==> src/rtl/red_pitaya_clk_div_pkg.sv <==
// Shared constants and helpers for the multi-channel clock/pulse divider.
// Optional feature macro: CLK_DIV_PHASE_EN (adds a per-channel restart phase).
package red_pitaya_clk_div_pkg;

  // Default counter/period/high-time width in bits.
  localparam int CW_DEF    = 28;
  // Period every channel runs with after reset (cycles); high time is half of it.
  localparam int RST_P_DEF = 100;
  // Smallest period that can be applied; shorter requests are raised to this.
  localparam int P_MIN     = 2;

  // Configuration record layout at the default width: period, high time, phase.
  typedef struct packed {
    logic [CW_DEF-1:0] period;
    logic [CW_DEF-1:0] high;
    logic [CW_DEF-1:0] phase;
  } cfg_t;

  // Width of a channel index; a single channel still gets a 1-bit select.
  function automatic int ch_w(input int n);
    return (n > 1) ? $clog2(n) : 1;
  endfunction

endpackage

==> src/rtl/red_pitaya_clk_div_multi_if.sv <==
// Control/status bundle of the multi-channel divider.
// Optional feature macro: CLK_DIV_PHASE_EN (adds cfg_phase_i).
interface red_pitaya_clk_div_multi_if
  import red_pitaya_clk_div_pkg::*;
#(
  parameter int NCH = 4,
  parameter int CW  = CW_DEF
);

  localparam int CHW = ch_w(NCH);

  logic [NCH-1:0] en_i;
  logic           sync_i;
  logic           cfg_we_i;
  logic [CHW-1:0] cfg_ch_i;
  logic [CW-1:0]  cfg_period_i;
  logic [CW-1:0]  cfg_high_i;
`ifdef CLK_DIV_PHASE_EN
  logic [CW-1:0]  cfg_phase_i;
`endif
  logic [NCH-1:0] clk_o;
  logic [NCH-1:0] tick_o;
  logic [NCH-1:0] pend_o;

`ifdef CLK_DIV_PHASE_EN
  modport master (
    output en_i, sync_i, cfg_we_i, cfg_ch_i, cfg_period_i, cfg_high_i, cfg_phase_i,
    input  clk_o, tick_o, pend_o
  );
  modport slave (
    input  en_i, sync_i, cfg_we_i, cfg_ch_i, cfg_period_i, cfg_high_i, cfg_phase_i,
    output clk_o, tick_o, pend_o
  );
`else
  modport master (
    output en_i, sync_i, cfg_we_i, cfg_ch_i, cfg_period_i, cfg_high_i,
    input  clk_o, tick_o, pend_o
  );
  modport slave (
    input  en_i, sync_i, cfg_we_i, cfg_ch_i, cfg_period_i, cfg_high_i,
    output clk_o, tick_o, pend_o
  );
`endif

endinterface

==> src/rtl/red_pitaya_clk_div_ch.sv <==
// One divider channel: shadow config, active config, counter and registered outputs.
// New configuration lands in the shadow and is applied only at a period boundary
// (wrap), on a restart (sync / enable rising) or while the channel is disabled,
// so the output never shows a truncated or stretched period.
// Optional feature macro: CLK_DIV_PHASE_EN (restart loads a programmable phase).
module red_pitaya_clk_div_ch
  import red_pitaya_clk_div_pkg::*;
#(
  parameter int CW    = CW_DEF,
  parameter int RST_P = RST_P_DEF
) (
  input  logic          clk_i,
  input  logic          rst_i,
  input  logic          en_i,
  input  logic          sync_i,
  input  logic          we_i,
  input  logic [CW-1:0] period_i,
  input  logic [CW-1:0] high_i,
`ifdef CLK_DIV_PHASE_EN
  input  logic [CW-1:0] phase_i,
`endif
  output logic          clk_o,
  output logic          tick_o,
  output logic          pend_o
);

  localparam logic [CW-1:0] ONE     = CW'(1);
  localparam logic [CW-1:0] ZERO    = CW'(0);
  localparam logic [CW-1:0] P_FLOOR = CW'(P_MIN);
  localparam logic [CW-1:0] P_RST   = CW'(RST_P);
  localparam logic [CW-1:0] H_RST   = CW'(RST_P / 2);

  logic [CW-1:0] cnt_r;
  logic [CW-1:0] act_p_r;
  logic [CW-1:0] act_h_r;
  logic [CW-1:0] sh_p_r;
  logic [CW-1:0] sh_h_r;
  logic          pend_r;
  logic          en_d_r;
  logic          clk_r;
  logic          tick_r;
`ifdef CLK_DIV_PHASE_EN
  logic [CW-1:0] act_ph_r;
  logic [CW-1:0] sh_ph_r;
  logic [CW-1:0] ph_nx_s;
`endif

  logic          rise_s;
  logic          restart_s;
  logic          wrap_s;
  logic          apply_s;
  logic [CW-1:0] p_nx_s;
  logic [CW-1:0] h_nx_s;
  logic [CW-1:0] restart_val_s;
  logic [CW-1:0] cnt_nx_s;
  logic          clk_nx_s;
  logic          tick_nx_s;

  // Next counter, next active config and next output values for this edge.
  always_comb begin
    rise_s    = en_i & ~en_d_r;
    restart_s = en_i & (sync_i | rise_s);
    wrap_s    = (cnt_r == (act_p_r - ONE));

    if (!en_i) begin
      apply_s = pend_r;
    end else if (restart_s || wrap_s) begin
      apply_s = pend_r;
    end else begin
      apply_s = 1'b0;
    end

    if (apply_s) begin
      p_nx_s = (sh_p_r < P_FLOOR) ? P_FLOOR : sh_p_r;
      h_nx_s = sh_h_r;
    end else begin
      p_nx_s = act_p_r;
      h_nx_s = act_h_r;
    end

`ifdef CLK_DIV_PHASE_EN
    ph_nx_s       = apply_s ? sh_ph_r : act_ph_r;
    restart_val_s = (ph_nx_s < p_nx_s) ? ph_nx_s : ZERO;
`else
    restart_val_s = ZERO;
`endif

    if (!en_i) begin
      cnt_nx_s = ZERO;
    end else if (restart_s) begin
      cnt_nx_s = restart_val_s;
    end else if (wrap_s) begin
      cnt_nx_s = ZERO;
    end else begin
      cnt_nx_s = cnt_r + ONE;
    end

    clk_nx_s  = en_i & (cnt_nx_s < h_nx_s);
    tick_nx_s = en_i & (cnt_nx_s == (p_nx_s - ONE));
  end

  // Counter, config registers and outputs all advance on the same edge.
  always_ff @(posedge clk_i) begin
    if (rst_i) begin
      cnt_r    <= ZERO;
      act_p_r  <= P_RST;
      act_h_r  <= H_RST;
      sh_p_r   <= P_RST;
      sh_h_r   <= H_RST;
      pend_r   <= 1'b0;
      en_d_r   <= 1'b0;
      clk_r    <= 1'b0;
      tick_r   <= 1'b0;
`ifdef CLK_DIV_PHASE_EN
      act_ph_r <= ZERO;
      sh_ph_r  <= ZERO;
`endif
    end else begin
      cnt_r    <= cnt_nx_s;
      act_p_r  <= p_nx_s;
      act_h_r  <= h_nx_s;
      en_d_r   <= en_i;
      clk_r    <= clk_nx_s;
      tick_r   <= tick_nx_s;
`ifdef CLK_DIV_PHASE_EN
      act_ph_r <= ph_nx_s;
`endif
      // A write always leaves a pending entry, even on the edge that applies
      // the previous one: it waits for the next boundary.
      if (we_i) begin
        sh_p_r  <= period_i;
        sh_h_r  <= high_i;
`ifdef CLK_DIV_PHASE_EN
        sh_ph_r <= phase_i;
`endif
        pend_r  <= 1'b1;
      end else if (apply_s) begin
        pend_r  <= 1'b0;
      end else begin
        pend_r  <= pend_r;
      end
    end
  end

  assign clk_o  = clk_r;
  assign tick_o = tick_r;
  assign pend_o = pend_r;

endmodule

==> src/rtl/red_pitaya_clk_div_multi.sv <==
// N-channel programmable clock/pulse divider: write decode, per-channel
// instances and common sync fan-out.
// Optional feature macro: CLK_DIV_PHASE_EN (per-channel restart phase).
module red_pitaya_clk_div_multi
  import red_pitaya_clk_div_pkg::*;
#(
  parameter int NCH   = 4,
  parameter int CW    = CW_DEF,
  parameter int RST_P = RST_P_DEF
) (
  input logic                       clk_i,
  input logic                       rst_i,
  red_pitaya_clk_div_multi_if.slave bus
);

  localparam int CHW = ch_w(NCH);

  logic [NCH-1:0] we_s;
  logic [NCH-1:0] clk_s;
  logic [NCH-1:0] tick_s;
  logic [NCH-1:0] pend_s;

  // Address decode; channel numbers at or above NCH match nothing.
  always_comb begin
    we_s = '0;
    for (int i = 0; i < NCH; i++) begin
      if (bus.cfg_we_i && (bus.cfg_ch_i == CHW'(i))) begin
        we_s[i] = 1'b1;
      end else begin
        we_s[i] = 1'b0;
      end
    end
  end

  for (genvar g = 0; g < NCH; g++) begin : g_ch
    red_pitaya_clk_div_ch #(
      .CW    (CW),
      .RST_P (RST_P)
    ) u_ch (
      .clk_i    (clk_i),
      .rst_i    (rst_i),
      .en_i     (bus.en_i[g]),
      .sync_i   (bus.sync_i),
      .we_i     (we_s[g]),
      .period_i (bus.cfg_period_i),
      .high_i   (bus.cfg_high_i),
`ifdef CLK_DIV_PHASE_EN
      .phase_i  (bus.cfg_phase_i),
`endif
      .clk_o    (clk_s[g]),
      .tick_o   (tick_s[g]),
      .pend_o   (pend_s[g])
    );
  end

  assign bus.clk_o  = clk_s;
  assign bus.tick_o = tick_s;
  assign bus.pend_o = pend_s;

endmodule
==> src/flat_wrapper.sv <==
// flat-port wrapper written by rule: the top's interface ports become plain ports
module red_pitaya_clk_div_multi_flat import red_pitaya_clk_div_pkg::*;
#(
  parameter int NCH   = 4,
  parameter int CW    = CW_DEF,
  parameter int RST_P = RST_P_DEF
)
  (clk_i, rst_i, bus_en_i, bus_sync_i, bus_cfg_we_i, bus_cfg_ch_i, bus_cfg_period_i, bus_cfg_high_i, bus_clk_o, bus_tick_o, bus_pend_o);
  red_pitaya_clk_div_multi_if #(.NCH(NCH), .CW(CW)) bus_i ();
  input logic clk_i;
  input logic rst_i;
  input wire logic [$bits(bus_i.en_i)-1:0] bus_en_i;
  input wire logic [$bits(bus_i.sync_i)-1:0] bus_sync_i;
  input wire logic [$bits(bus_i.cfg_we_i)-1:0] bus_cfg_we_i;
  input wire logic [$bits(bus_i.cfg_ch_i)-1:0] bus_cfg_ch_i;
  input wire logic [$bits(bus_i.cfg_period_i)-1:0] bus_cfg_period_i;
  input wire logic [$bits(bus_i.cfg_high_i)-1:0] bus_cfg_high_i;
  output wire logic [$bits(bus_i.clk_o)-1:0] bus_clk_o;
  output wire logic [$bits(bus_i.tick_o)-1:0] bus_tick_o;
  output wire logic [$bits(bus_i.pend_o)-1:0] bus_pend_o;
  assign bus_i.en_i = bus_en_i;
  assign bus_i.sync_i = bus_sync_i;
  assign bus_i.cfg_we_i = bus_cfg_we_i;
  assign bus_i.cfg_ch_i = bus_cfg_ch_i;
  assign bus_i.cfg_period_i = bus_cfg_period_i;
  assign bus_i.cfg_high_i = bus_cfg_high_i;
  assign bus_clk_o = bus_i.clk_o;
  assign bus_tick_o = bus_i.tick_o;
  assign bus_pend_o = bus_i.pend_o;
  red_pitaya_clk_div_multi #(.NCH(NCH), .CW(CW), .RST_P(RST_P)) u_core (.clk_i(clk_i), .rst_i(rst_i), .bus(bus_i));
endmodule
==> config.mk <==
export PLATFORM = sky130hd
export DESIGN_NAME = red_pitaya_clk_div_multi_flat
export DESIGN_NICKNAME = d
export VERILOG_FILES = /design/src/rtl/red_pitaya_clk_div_pkg.sv /design/src/rtl/red_pitaya_clk_div_multi_if.sv /design/src/rtl/red_pitaya_clk_div_ch.sv /design/src/rtl/red_pitaya_clk_div_multi.sv /design/src/flat_wrapper.sv
export SDC_FILE = /design/constraint.sdc
export NUM_CORES = 2
export LEC_CHECK = 0
export BUFFER_PORTS_ARGS = -buffer_cell sky130_fd_sc_hd__buf_2
export CAP_MARGIN = 20
export CELL_PAD_IN_SITES_DETAIL_PLACEMENT = 0
export CELL_PAD_IN_SITES_GLOBAL_PLACEMENT = 1
export CORE_MARGIN = 2
export CORE_UTILIZATION = 40
export DETAILED_ROUTE_END_ITERATION = 10
export PLACE_DENSITY_LB_ADDON = 0.1
export SLEW_MARGIN = 25
export SYNTH_ARGS = -nofsm -noshare
export SYNTH_HDL_FRONTEND = slang
export SYNTH_SLANG_ARGS = --single-unit
==> constraint.sdc <==
create_clock -name clk_i -period 7.8 [get_ports clk_i]
set_input_delay 1.56 -clock clk_i [delete_from_list [all_inputs] [get_ports clk_i]]
set_output_delay 1.56 -clock clk_i [all_outputs]
set_load 0.1 [all_outputs]
==> reports/qor_table.md <==
| Metric | Reported |
| --- | --- |
| Maximum fanout along the worst path | 9 |
| Worst Skew | 31.90 ps |
| Worst reg2reg path endpoint | u_core.g_ch[3].u_ch.tick_o |
| Hold Worst Slack | 452.3 ps |
| Final-layout fill cell count | 8572 |
| Post-cts resize count | 0 |
| EDFF count, synth | 0 |
| Pin count of the biggest net entering global routing | 214 |
| Met1 GRT Util | 37.74% |
| Total of warnings raised by yosys | 0 |
| Antenna violations before repair | 3 |
| Antenna Violating Nets Remaining | 0 |
| Clk sink count | 576 |
| Total buffers and inverters traversed by the critical path | 0 |
| Number of nets in the synthesized netlist | 4336 |
| Flip-flop cell with the highest count after synthesis | sky130_fd_sc_hd__dfxtp_1 |
| Total of hold buffers inserted after clock tree synthesis | 0 |
| Dpl ws | 1335 ps |
| Initial standard-cell utilization of the core | 40.19% |
| Final TNS setup | 0 ps |
| Chip Height | 293.3 um |
| Wire length of the first global-routing pass | 179400 um |
| Critical path cell sequence | nor3_1 > nand4_1 > nor4_1 > o2111ai_1 > or4_1 > or4_4 > nand2_2 > mux2i_1 > ha_1 > nor2b_1 > nand4_1 > nor3_1 > nand2_1 > nor3_1 > a2bb2oi_2 > nand3_1 > nor3_1 > o22ai_1 > or4_1 > nor4_1 |
| Met2 Track Usage GR | 43.79% |
| Beginning of the worst hold path | u_core.g_ch[1].u_ch.sh_h_r[20] |
| IO Port Bufs | 77 |
| Crit share post-route | 85.13% |
| Leakage Power | 15.31 nW |
| Count of nets after finishing | 4279 |
| Critical path's top delay family | simple AND/OR/NAND/NOR gates |
| Slew Viols, Final | 0 |
| Fin crit period | 6640 ps |
| Fraction of the yosys area taken by sequential cells | 34.45% |
| Type of the tightest min-delay check | reg2reg |
| H-tree level count | 3 |
| Remaining routing DRC violations | 0 |
| Power per unit of standard cell area | 190.9 mW/mm^2 |
| Final-report setup violation count | 0 |
| Sequential cell area in the final layout | 0.01153 sq mm |
| Number of vias per cell after detailed routing | 5.622 |
| Critical Path Sink | u_core.g_ch[3].u_ch.tick_o |
| Share of post-route cells with drive strength above 1 | 7.880% |
| First-pass iteration count of the detailed router | 6 |
| Die Outline Area | 0.08601 sq mm |
| Area overhead of the layout relative to synthesis | 11.11% |
| Worst Setup Path Type | reg2reg |
| Transition time of the tightest slew-check pin | 985.2 ps |
| Required time worst endpoint | 8320 ps |
| Drt initial violations | 2187 |
| CTS Buf Count | 73 |
| Top post-synthesis cells by area | sky130_fd_sc_hd__dfxtp_1, sky130_fd_sc_hd__mux2i_1, sky130_fd_sc_hd__nand2_1 |
| Met3 Track Usage GR | 3.888% |
| Insertion delay of the later-clocked pin in the worst-skew pair | 640 ps |
| Worst R2R Setup Slack | 1160 ps |
| Share of flip-flops with an asynchronous set or reset after synthesis | 0% |
| Via count of the first global-routing pass | 27.99k |
| Post-Synthesis Cell Area | 0.03347 sq mm |
| Min-Delay Path Depth | 2 |
| Number of cell rows | 106 |
| Master cell of the clock root buffer | sky130_fd_sc_hd__clkbuf_16 |
| CP Depth | 20 |
| Arrival time at the worst endpoint | 7160 ps |
| Run status | complete, no violations |
| Longest Clk Path Bufs | 3 |
| Distinct cell type count of the synthesized netlist | 99 |
| Area occupied by multi-input gates | 0.02080 sq mm |
| Reg2reg start | u_core.g_ch[3].u_ch.act_p_r[3] |
| Library cell appearing most often on the critical path | sky130_fd_sc_hd__nor3_1 |
| Nature of the critical path startpoint | register |
| Category of the worst setup path capture point | register |
| Headroom to the max-slew limit | 34.32% |
| Die span in x | 293.3 um |
| Area share of the largest cell type after synthesis | 34.45% |
| Critical-path cell with the highest stage delay | sky130_fd_sc_hd__or4_4 |
| Register-to-Register Path Depth | 20 |
| Number of standard cells after synthesis | 4150 |
| GR Util All Layers | 27.32% |
| CTS tree | yes |
| Number of maximum-capacitance violations | 0 |
| Worst voltage drop across the vdd grid | 0.1644 mV |
| Placed Instance Area | 0.03462 sq mm |
| Clock input transition at the sequential cells of the worst setup and hold paths | 60 ps |
| Min setup slack post-route | 1160 ps |
| Most common cell in the netlist | sky130_fd_sc_hd__nand2_1 |
| Wirelength per Cell | 22.74 um |
| Cell type contributing the most total cell area after synthesis | sky130_fd_sc_hd__dfxtp_1 |
| Average cell area after synthesis | 8.066 sq um |
| Setup bufs post-CTS | 0 |
| Congestion Overflow GR | 0 |
| Highest clock frequency the design can meet | 0.1506 GHz |
| Post-route cell area | 0.03719 sq mm |
| Total vias in the final route | 29.41k |
| Post-detailed-routing wire length | 118900 um |
| Most Used Layer, Global Route | met2 |
| Cell types with the highest counts after synthesis | sky130_fd_sc_hd__nand2_1, sky130_fd_sc_hd__dfxtp_1, sky130_fd_sc_hd__nor2_1, sky130_fd_sc_hd__a21oi_1, sky130_fd_sc_hd__mux2i_1 |
| Largest stage delay on the critical path | 610 ps |
| Total I/O pin count | 78 |
| Total Power | 7.102 mW |
| RSZ-0062 raised after global routing | no |
| Final Hold Violating Endpoints | 0 |
| HPWL after detailed placement | 87240 um |
| Number of synthesized register bits | 576 |
| Area of the core | 0.08329 sq mm |
| Routability congestion estimate | 0.8991 |
| Worst setup path startpoint | u_core.g_ch[3].u_ch.act_p_r[3] |
flip-flops by register name, summed over array words and instances, names as in the netlist:
signal	cells
u_core.g_ch.u_ch.act_h_r	112
u_core.g_ch.u_ch.clk_o	4
u_core.g_ch.u_ch.pend_o	4
u_core.g_ch.u_ch.en_d_r	4
u_core.g_ch.u_ch.act_p_r	112
u_core.g_ch.u_ch.cnt_r	112
u_core.g_ch.u_ch.sh_h_r	112
u_core.g_ch.u_ch.sh_p_r	112
u_core.g_ch.u_ch.tick_o	4
worst min-delay path, delay by kind of cell, from the launching register on:
family	cells	cell delay, ps
flops	1	310
simple gates	1	50
compound gates	1	50
kinds of logic after synthesis:
| logic type | synth area share [%] |
|---|---|
| flip-flops | 34.45 |
| buffers and inverters | 3.678 |
| XOR/XNOR | 10.65 |
| AO/OA/AOI/OAI | 10.77 |
| adder cells (fa/ha/maj) | 4.486 |
| AND/OR/NAND/NOR | 27.72 |
| multiplexers | 8.250 |
area by class of cell:
| cell class | count | share of cell area (%) |
|---|---|---|
| multi-input combinational | 3274 | 55.92 |
| sequential | 576 | 31.00 |
| clock buffer | 106 | 6.019 |
| tap | 1080 | 3.633 |
| timing repair buffer | 117 | 2.039 |
| clock inverter | 26 | 0.8680 |
| inverter | 51 | 0.5147 |
| antenna | 1 | 0.006728 |
layer usage:
layer	vias up	part of all wire (%)	routed length [um]
met2	714	46	54140
met4	3	3.2	3761
li1	14370	-	-
met1	14160	46	54910
met3	167	5.0	5999
met5	-	0.098	117
worst min path at each step:
stage                                                end  slack (ps)
after floorplan           u_core.g_ch[0].u_ch.sh_h_r[10]         440
after detailed placement  u_core.g_ch[3].u_ch.sh_h_r[18]         450
after global routing      u_core.g_ch[2].u_ch.sh_h_r[15]         470
after global placement    u_core.g_ch[3].u_ch.sh_h_r[20]         440
after CTS                 u_core.g_ch[3].u_ch.sh_h_r[18]         450
final                     u_core.g_ch[1].u_ch.sh_h_r[20]         450
power by group:
part,switching [mW],internal (mW)
clock,1.40,2.22
combinational,0.308,0.123
sequential,0.0540,2.99
per-stage QoR:
step | utilization [%] | std cells
after global placement | 41.57 | 5098
after detailed placement | 41.57 | 5098
final | 44.65 | 5231
after CTS | 44.64 | 5230
after floorplan | - | 4150
after global routing | 44.65 | 5230
cells in the final DEF (no fill, tap or decap), types with 41 or more instances in the layout:
cell type                   netlist  final
sky130_fd_sc_hd__nand2_1        624    623
sky130_fd_sc_hd__dfxtp_1        576    576
sky130_fd_sc_hd__nor2_1         455    453
sky130_fd_sc_hd__a21oi_1        307    307
sky130_fd_sc_hd__mux2i_1        246    246
sky130_fd_sc_hd__xnor2_1        222    222
sky130_fd_sc_hd__nor3_1         194    194
sky130_fd_sc_hd__xor2_1         146    146
sky130_fd_sc_hd__ha_1           120    120
sky130_fd_sc_hd__nand3_1        103    102
sky130_fd_sc_hd__clkbuf_16        0     79
sky130_fd_sc_hd__buf_2           21     76
sky130_fd_sc_hd__nor4_1          67     66
sky130_fd_sc_hd__o21ai_0         66     66
sky130_fd_sc_hd__nand2b_1        65     65
sky130_fd_sc_hd__nand4_1         59     59
sky130_fd_sc_hd__nor2b_1         55     55
sky130_fd_sc_hd__inv_1           51     51
sky130_fd_sc_hd__and3_1          43     42
sky130_fd_sc_hd__nand3b_1        41     41
sky130_fd_sc_hd__or3_1           41     41
(Power assumes the default switching activity.)
